===== src/rtl/dmem_arb_pkg.sv =====
// Shared types and helpers for the two-requester data-memory arbiter.
// The alignment rule below is only consulted when DMEM_ARB_ALIGN_CHECK_EN is defined.
package dmem_arb_pkg;

   localparam int ARB_ADDR_W = 10;
   localparam int ARB_DATA_W = 32;

   localparam logic [1:0] DT_WORD = 2'd0;
   localparam logic [1:0] DT_HALF = 2'd1;
   localparam logic [1:0] DT_BYTE = 2'd2;

   typedef enum logic {
      ST_IDLE   = 1'b0,
      ST_ACCESS = 1'b1
   } state_t;

   typedef struct packed {
      logic                  we;
      logic [ARB_ADDR_W-1:0] addr;
      logic [ARB_DATA_W-1:0] wdata;
      logic [1:0]            dtype;
      logic                  owner;
   } cmd_t;

   // Type 3 is treated as a word, matching the memory's decode.
   function automatic logic misaligned(input logic [1:0] dtype, input logic [1:0] a);
      case (dtype)
         DT_HALF: return a[0];
         DT_BYTE: return 1'b0;
         default: return (a != 2'b00);
      endcase
   endfunction

endpackage


===== src/rtl/dmem_arbiter_if.sv =====
// Bundle of both requester ports and the data-memory command/return bus.
// slave = arbiter side, master = requesters plus memory side.
interface dmem_arbiter_if #(
   parameter int ADDR_W = 10,
   parameter int DATA_W = 32
);
   logic              r0_req, r0_we, r0_gnt, r0_rsp_valid, r0_err;
   logic [ADDR_W-1:0] r0_addr;
   logic [DATA_W-1:0] r0_wdata, r0_rdata;
   logic [1:0]        r0_type;

   logic              r1_req, r1_we, r1_gnt, r1_rsp_valid, r1_err;
   logic [ADDR_W-1:0] r1_addr;
   logic [DATA_W-1:0] r1_wdata, r1_rdata;
   logic [1:0]        r1_type;

   logic [ADDR_W-1:0] mem_addr;
   logic [DATA_W-1:0] mem_wdata, mem_rdata;
   logic              mem_read, mem_write;
   logic [1:0]        mem_type;

   modport slave (
      input  r0_req, r0_we, r0_addr, r0_wdata, r0_type,
      input  r1_req, r1_we, r1_addr, r1_wdata, r1_type,
      output r0_gnt, r0_rsp_valid, r0_rdata, r0_err,
      output r1_gnt, r1_rsp_valid, r1_rdata, r1_err,
      output mem_addr, mem_wdata, mem_read, mem_write, mem_type,
      input  mem_rdata
   );

   modport master (
      output r0_req, r0_we, r0_addr, r0_wdata, r0_type,
      output r1_req, r1_we, r1_addr, r1_wdata, r1_type,
      input  r0_gnt, r0_rsp_valid, r0_rdata, r0_err,
      input  r1_gnt, r1_rsp_valid, r1_rdata, r1_err,
      input  mem_addr, mem_wdata, mem_read, mem_write, mem_type,
      output mem_rdata
   );
endinterface


===== src/rtl/dmem_rr_pick.sv =====
// Two-way round-robin picker: a lone request wins outright, a tie goes to the
// requester that was not granted last.
module dmem_rr_pick (
   input  logic [1:0] req,
   input  logic       last,
   output logic [1:0] gnt
);
   always_comb begin
      gnt = req;
      if (&req) gnt = last ? 2'b01 : 2'b10;
   end
endmodule


===== src/rtl/dmem_arbiter.sv =====
// Round-robin arbiter/sequencer in front of the single-port data memory.
// Define DMEM_ARB_ALIGN_CHECK_EN to suppress and flag misaligned word/half accesses.
module dmem_arbiter
   import dmem_arb_pkg::*;
#(
   parameter int ADDR_W = ARB_ADDR_W,
   parameter int DATA_W = ARB_DATA_W
) (
   input  logic          clk,
   input  logic          rst,
   dmem_arbiter_if.slave bus
);

   logic [1:0]        req, gnt, rsp_vld_p2, err_p2;
   logic              last, xfer, bad;
   logic [ADDR_W-1:0] addr_sel;
   logic [DATA_W-1:0] rdata_p2 [2];
   cmd_t              cmd_in, cmd_p1;
   state_t            state, state_nxt;

   function automatic logic [DATA_W-1:0] extend(input logic [DATA_W-1:0] d, input logic [1:0] t);
      case (t)
         DT_HALF: return {{(DATA_W-16){1'b0}}, d[15:0]};
         DT_BYTE: return {{(DATA_W-8){1'b0}}, d[7:0]};
         default: return d;
      endcase
   endfunction

   assign req = {bus.r1_req, bus.r0_req};

   dmem_rr_pick u_pick (
      .req  (req),
      .last (last),
      .gnt  (gnt)
   );

   assign bus.r0_gnt = gnt[0];
   assign bus.r1_gnt = gnt[1];
   assign xfer       = |(req & gnt);
   assign addr_sel   = gnt[1] ? bus.r1_addr : bus.r0_addr;

   always_comb begin
      cmd_in       = '0;
      cmd_in.owner = gnt[1];
      cmd_in.addr  = addr_sel;
      if (gnt[1]) begin
         cmd_in.we    = bus.r1_we;
         cmd_in.wdata = bus.r1_wdata;
         cmd_in.dtype = bus.r1_type;
      end else begin
         cmd_in.we    = bus.r0_we;
         cmd_in.wdata = bus.r0_wdata;
         cmd_in.dtype = bus.r0_type;
      end
   end

   // Stage p1: command register, loaded on every accepted transfer
   always_ff @(posedge clk or posedge rst) begin
      if (rst) begin
         cmd_p1 <= '0;
         last   <= 1'b1;
      end else if (xfer) begin
         cmd_p1 <= cmd_in;
         last   <= cmd_in.owner;
      end
   end

   always_ff @(posedge clk or posedge rst) begin
      if (rst) state <= ST_IDLE;
      else     state <= state_nxt;
   end

`ifdef DMEM_ARB_ALIGN_CHECK_EN
   assign bad = misaligned(cmd_p1.dtype, cmd_p1.addr[1:0]);
`else
   assign bad = 1'b0;
`endif

   // Strobes come straight from the state so an async reset kills a write mid-cycle.
   always_comb begin
      state_nxt     = xfer ? ST_ACCESS : ST_IDLE;
      bus.mem_read  = 1'b0;
      bus.mem_write = 1'b0;
      if (state == ST_ACCESS && !bad) begin
         bus.mem_read  = ~cmd_p1.we;
         bus.mem_write = cmd_p1.we;
      end
   end

   assign bus.mem_addr  = cmd_p1.addr;
   assign bus.mem_wdata = cmd_p1.wdata;
   assign bus.mem_type  = cmd_p1.dtype;

   // Stage p2: response to the owner of the access just completed
   always_ff @(posedge clk or posedge rst) begin
      if (rst) begin
         rsp_vld_p2  <= '0;
         err_p2      <= '0;
         rdata_p2[0] <= '0;
         rdata_p2[1] <= '0;
      end else begin
         rsp_vld_p2 <= '0;
         if (state == ST_ACCESS) begin
            rsp_vld_p2[cmd_p1.owner] <= 1'b1;
            err_p2[cmd_p1.owner]     <= bad;
            if (!cmd_p1.we && !bad)
               rdata_p2[cmd_p1.owner] <= extend(bus.mem_rdata, cmd_p1.dtype);
         end
      end
   end

   assign bus.r0_rsp_valid = rsp_vld_p2[0];
   assign bus.r1_rsp_valid = rsp_vld_p2[1];
   assign bus.r0_rdata     = rdata_p2[0];
   assign bus.r1_rdata     = rdata_p2[1];
   assign bus.r0_err       = err_p2[0];
   assign bus.r1_err       = err_p2[1];

endmodule

===== src/flat_wrapper.sv =====
// flat-port wrapper written by rule: the top's interface ports become plain ports
module dmem_arbiter_flat import dmem_arb_pkg::*;
#(
   parameter int ADDR_W = ARB_ADDR_W,
   parameter int DATA_W = ARB_DATA_W
)
  (clk, rst, bus_r0_req, bus_r0_we, bus_r0_addr, bus_r0_wdata, bus_r0_type, bus_r1_req, bus_r1_we, bus_r1_addr, bus_r1_wdata, bus_r1_type, bus_r0_gnt, bus_r0_rsp_valid, bus_r0_rdata, bus_r0_err, bus_r1_gnt, bus_r1_rsp_valid, bus_r1_rdata, bus_r1_err, bus_mem_addr, bus_mem_wdata, bus_mem_read, bus_mem_write, bus_mem_type, bus_mem_rdata);
  dmem_arbiter_if #(.ADDR_W(ADDR_W), .DATA_W(DATA_W)) bus_i ();
  input  logic clk;
  input  logic rst;
  input wire logic [$bits(bus_i.r0_req)-1:0] bus_r0_req;
  input wire logic [$bits(bus_i.r0_we)-1:0] bus_r0_we;
  input wire logic [$bits(bus_i.r0_addr)-1:0] bus_r0_addr;
  input wire logic [$bits(bus_i.r0_wdata)-1:0] bus_r0_wdata;
  input wire logic [$bits(bus_i.r0_type)-1:0] bus_r0_type;
  input wire logic [$bits(bus_i.r1_req)-1:0] bus_r1_req;
  input wire logic [$bits(bus_i.r1_we)-1:0] bus_r1_we;
  input wire logic [$bits(bus_i.r1_addr)-1:0] bus_r1_addr;
  input wire logic [$bits(bus_i.r1_wdata)-1:0] bus_r1_wdata;
  input wire logic [$bits(bus_i.r1_type)-1:0] bus_r1_type;
  output wire logic [$bits(bus_i.r0_gnt)-1:0] bus_r0_gnt;
  output wire logic [$bits(bus_i.r0_rsp_valid)-1:0] bus_r0_rsp_valid;
  output wire logic [$bits(bus_i.r0_rdata)-1:0] bus_r0_rdata;
  output wire logic [$bits(bus_i.r0_err)-1:0] bus_r0_err;
  output wire logic [$bits(bus_i.r1_gnt)-1:0] bus_r1_gnt;
  output wire logic [$bits(bus_i.r1_rsp_valid)-1:0] bus_r1_rsp_valid;
  output wire logic [$bits(bus_i.r1_rdata)-1:0] bus_r1_rdata;
  output wire logic [$bits(bus_i.r1_err)-1:0] bus_r1_err;
  output wire logic [$bits(bus_i.mem_addr)-1:0] bus_mem_addr;
  output wire logic [$bits(bus_i.mem_wdata)-1:0] bus_mem_wdata;
  output wire logic [$bits(bus_i.mem_read)-1:0] bus_mem_read;
  output wire logic [$bits(bus_i.mem_write)-1:0] bus_mem_write;
  output wire logic [$bits(bus_i.mem_type)-1:0] bus_mem_type;
  input wire logic [$bits(bus_i.mem_rdata)-1:0] bus_mem_rdata;
  assign bus_i.r0_req = bus_r0_req;
  assign bus_i.r0_we = bus_r0_we;
  assign bus_i.r0_addr = bus_r0_addr;
  assign bus_i.r0_wdata = bus_r0_wdata;
  assign bus_i.r0_type = bus_r0_type;
  assign bus_i.r1_req = bus_r1_req;
  assign bus_i.r1_we = bus_r1_we;
  assign bus_i.r1_addr = bus_r1_addr;
  assign bus_i.r1_wdata = bus_r1_wdata;
  assign bus_i.r1_type = bus_r1_type;
  assign bus_r0_gnt = bus_i.r0_gnt;
  assign bus_r0_rsp_valid = bus_i.r0_rsp_valid;
  assign bus_r0_rdata = bus_i.r0_rdata;
  assign bus_r0_err = bus_i.r0_err;
  assign bus_r1_gnt = bus_i.r1_gnt;
  assign bus_r1_rsp_valid = bus_i.r1_rsp_valid;
  assign bus_r1_rdata = bus_i.r1_rdata;
  assign bus_r1_err = bus_i.r1_err;
  assign bus_mem_addr = bus_i.mem_addr;
  assign bus_mem_wdata = bus_i.mem_wdata;
  assign bus_mem_read = bus_i.mem_read;
  assign bus_mem_write = bus_i.mem_write;
  assign bus_mem_type = bus_i.mem_type;
  assign bus_i.mem_rdata = bus_mem_rdata;
  dmem_arbiter #(.ADDR_W(ADDR_W), .DATA_W(DATA_W)) u_core (.clk(clk), .rst(rst), .bus(bus_i));
endmodule

===== config.mk =====
export PLATFORM = sky130hd
export DESIGN_NAME = dmem_arbiter_flat
export DESIGN_NICKNAME = d
export VERILOG_FILES = /design/src/rtl/dmem_arb_pkg.sv /design/src/rtl/dmem_arbiter_if.sv /design/src/rtl/dmem_rr_pick.sv /design/src/rtl/dmem_arbiter.sv /design/src/flat_wrapper.sv
export SDC_FILE = /design/constraint.sdc
export NUM_CORES = 1
export LEC_CHECK = 0
export BUFFER_PORTS_ARGS = -buffer_cell sky130_fd_sc_hd__buf_4
export CORE_MARGIN = 2
export CORE_UTILIZATION = 40
export CTS_BUF_LIST = sky130_fd_sc_hd__clkbuf_8
export CTS_CLUSTER_DIAMETER = 120
export DETAILED_ROUTE_END_ITERATION = 10
export PLACE_DENSITY = 0.73
export SYNTH_ARGS = -nofsm -noshare
export SYNTH_HDL_FRONTEND = slang
export SYNTH_SLANG_ARGS = --single-unit

===== constraint.sdc =====
create_clock -name clk -period 3.2 [get_ports clk]
set_clock_uncertainty 0.1 [all_clocks]
set_input_delay 0 -clock clk [delete_from_list [all_inputs] [get_ports clk]]
set_output_delay 0 -clock clk [all_outputs]
set_load 0.05 [all_outputs]

==> out/metrics.yaml <==
clock_network:
  cts.path.max_buffers: 2
  worstSkewPairLatency_ns: 0.42
  post_cts_buffers: 0
  cts_buffers: 17
  cts_tree: "built"
  root_buffer: "clkbuf_8"
  clock_sinks: 116
  htreeDepth: 4
  cts.clk_slew.worst_paths_ns: 0.06
routing:
  drt-initial-drc-count: 435
  postRouteAntennaNets: 0
  drc_errors: 0
  wl_um: 16400
  wl_per_cell_um: 16.2
  via_per_inst: 4.97
  first_pass_iters: 4
  vias: 5014
sta:
  fmax_ghz: 0.352
  final.min_clock_period_ns: 2.84
  tns_ns: 0
  worst_pin_slew_ns: 1.05
  setup_violations: 0
  rsz0062_at_grt: "false"
  relSlewSlack_pct: 30.2
  timing.final.crit_share_pct: 88.8
  hold_violations: 0
  fin_ws_ns: 0.358
  slew_viol_final: 0
logic_synthesis:
  synth_seq_cells: 116
  ys_seq_area_share_pct: 56.6
  yosys-top-cells-area: "dfrtp_1, nand2_1, buf_4"
  synth.distinct_cells: 25
  synth_commonest_cells: "nand2_1, dfrtp_1, o21ai_0"
  synth_most_common_cell: "nand2_1"
  yosysTopAreaCell: "dfrtp_1"
  avgSynthCellArea_sq_um: 10.2
  synth_flop_cell: "dfrtp_1"
  synthArstFlopShare_pct: 100
  netlist_area_sq_um: 5130
  postSynthNetCount: 629
  synth_edf_count: 0
  syn-instance-count: 502
  synth_top_cell_area_share_pct: 56.1
  yosysWarnings: 0
worst_hold_path:
  hold_class: "in -> reg"
floorplanning:
  rows: 41
  ios: 242
  die_h_um: 117
  initial_core_util_pct: 40.8
  core_area_sq_um: 12600
  die_area_sq_um: 13700
  die_x_um: 117
worst_setup_path:
  end_kind: "register"
  cp_top_family: "buffers and inverters"
  cp_max_fo: 47
  slowest_stage: "dfstp_2"
  cpPeakStageDelay_ns: 0.68
  critPathKind: "reg -> reg"
  cp_common_cell: "dlygate4sd3_1"
  cp.required_ns: 3.46
  crit_chain: "nand2b_1, buf_4, a31oi_1, dlygate4sd3_1, o21ai_0, dlygate4sd3_1"
  critPathBufInv: 3
  cp_data_arrival_time_ns: 3.10
  worst_setup_path_start_kind: "register"
power_and_ir_drop:
  ir_worst_vdd_mv: 0.325
  total_power_mw: 6.10
  combPwrFrac_pct: 43.6
  power.internal_mw: 3.56
  seqPwrFrac_pct: 33.0
  power_leakage_nw: 4.24
  p_per_area_nw_per_um2: 717
  power.switching_mw: 2.55
  p_sw_share_pct: 41.7
  power_frac_clock_pct: 23.4
finish:
  stdcell_count: 1009
  diodes: 0
  drive_above_1_share_pct: 35.4
  finalNetCount: 951
  utilization_pct: 67.7
  syn_to_final_growth_pct: 65.9
placement:
  placement.io_buffers: 241
  detailed_place_hpwl_um: 9690
  gp_congestion: 0.775
  dp_cells: 840
  pre_cts_ws_ns: 1.23
status:
  outcome: "complete, no violations"
job:
  maxCapViolations: 0
grt:
  grt_pass1_vias: 5032
  track_usage_pct: 23.4
  antenna_found_initial: 0
  grt_max_degree: 71
  overflow: 0
  grt_pass1_wl_um: 24700
## layer usage
metal	up-vias	share of wire (%)	global-route usage, %
met4	0	2.4	10.4
met3	32	7.5	6.13
met5	-	0	0
met1	2400	40	27.7
li1	2325	-	-
met2	257	50	40.2
## cell type report
cell class | instances | area (sq um)
Sequential cell | 116 | 2900
Clock inverter | 14 | 171
Tap cell | 172 | 215
Clock buffer | 18 | 248
Multi-Input combinational cell | 301 | 1720
Inverter | 4 | 17.5
Timing Repair Buffer | 384 | 3230
Fill cell | 882 | 4060
## kinds of logic after synthesis
group | Yosys count | synth area share [%]
AND/OR/NAND/NOR | 163 | 13.8
flip-flops | 116 | 56.6
AO/OA/AOI/OAI | 108 | 13.3
buffers and inverters | 85 | 9.86
multiplexers | 29 | 6.20
adder cells (fa/ha/maj) | 1 | 0.244
## state kept, by name, indices dropped and copies added (netlist names)
| register | cells |
|---|---|
| u_core.bus.r1_rdata | 32 |
| u_core.rsp_vld_p2 | 2 |
| u_core.cmd_p1 | 2 |
| u_core.state | 1 |
| u_core.bus.mem_addr | 10 |
| u_core.err_p2 | 2 |
| u_core.bus.mem_wdata | 32 |
| u_core.bus.r0_rdata | 32 |
| u_core.last | 1 |
| u_core.bus.mem_type | 2 |
## power by group through the flow
stage                     clock network, mW  logic, mW  registers, mW
final                                  1.43       2.66           2.01
after global routing                   1.52       2.79           2.05
after CTS                              1.46       2.64           2.01
after detailed placement                  0       2.44           2.03
after global placement                    0       2.40           2.02
after floorplan                           0      0.835           2.89
## layout by cell type, fill, tap and decap left out, types with 8 or more instances in the layout
| cell type | n |
|---|---|
| buf_4 | 247 |
| dlygate4sd3_1 | 137 |
| nand2_1 | 136 |
| dfrtp_1 | 115 |
| o21ai_0 | 62 |
| a32oi_1 | 32 |
| clkbuf_8 | 18 |
| mux2_2 | 14 |
| mux2i_1 | 13 |
| and3b_1 | 13 |
| a31oi_1 | 13 |
| inv_1 | 8 |
## final timing paths
kind	startpoint	endpoint	slack [ns]	depth (start not counted)
max in group asynchronous	rst	u_core.last	1.85	4
worst max-delay path	u_core.last	u_core.bus.mem_addr[8]	0.36	6
worst max register to register	u_core.last	u_core.bus.mem_addr[8]	0.36	6
worst min-delay path	bus_r0_req	u_core.last	0.11	2
min in group asynchronous	rst	u_core.bus.r0_rdata[16]	0.22	3
worst min register to register	u_core.bus.r0_rdata[19]	u_core.bus.r0_rdata[19]	0.38	2
## stage by stage
stage | area, sq um | hold WS, ns
after floorplan | 5130 | 0.0125
after global placement | 6720 | 0.0967
after detailed placement | 6720 | 0.101
after CTS | 8510 | 0.0463
after global routing | 8510 | 0.102
final | 8510 | 0.112
## repair_timing
action                                 4_1_cts  5_1_grt
gates resized for setup                      0        0
hold buffers                               137        0
endpoints found under the hold margin      178        0
## worst register-to-register path: cells and delay by family (launching register included)
kind	cells	cell delay, ns
AOI/OAI and AO/OA	2	0.28
buffers and inverters	3	1.59
DFF	1	0.68
and+or+nand+nor	1	0.14
Note: power is estimated with default switching activity, not from simulation.
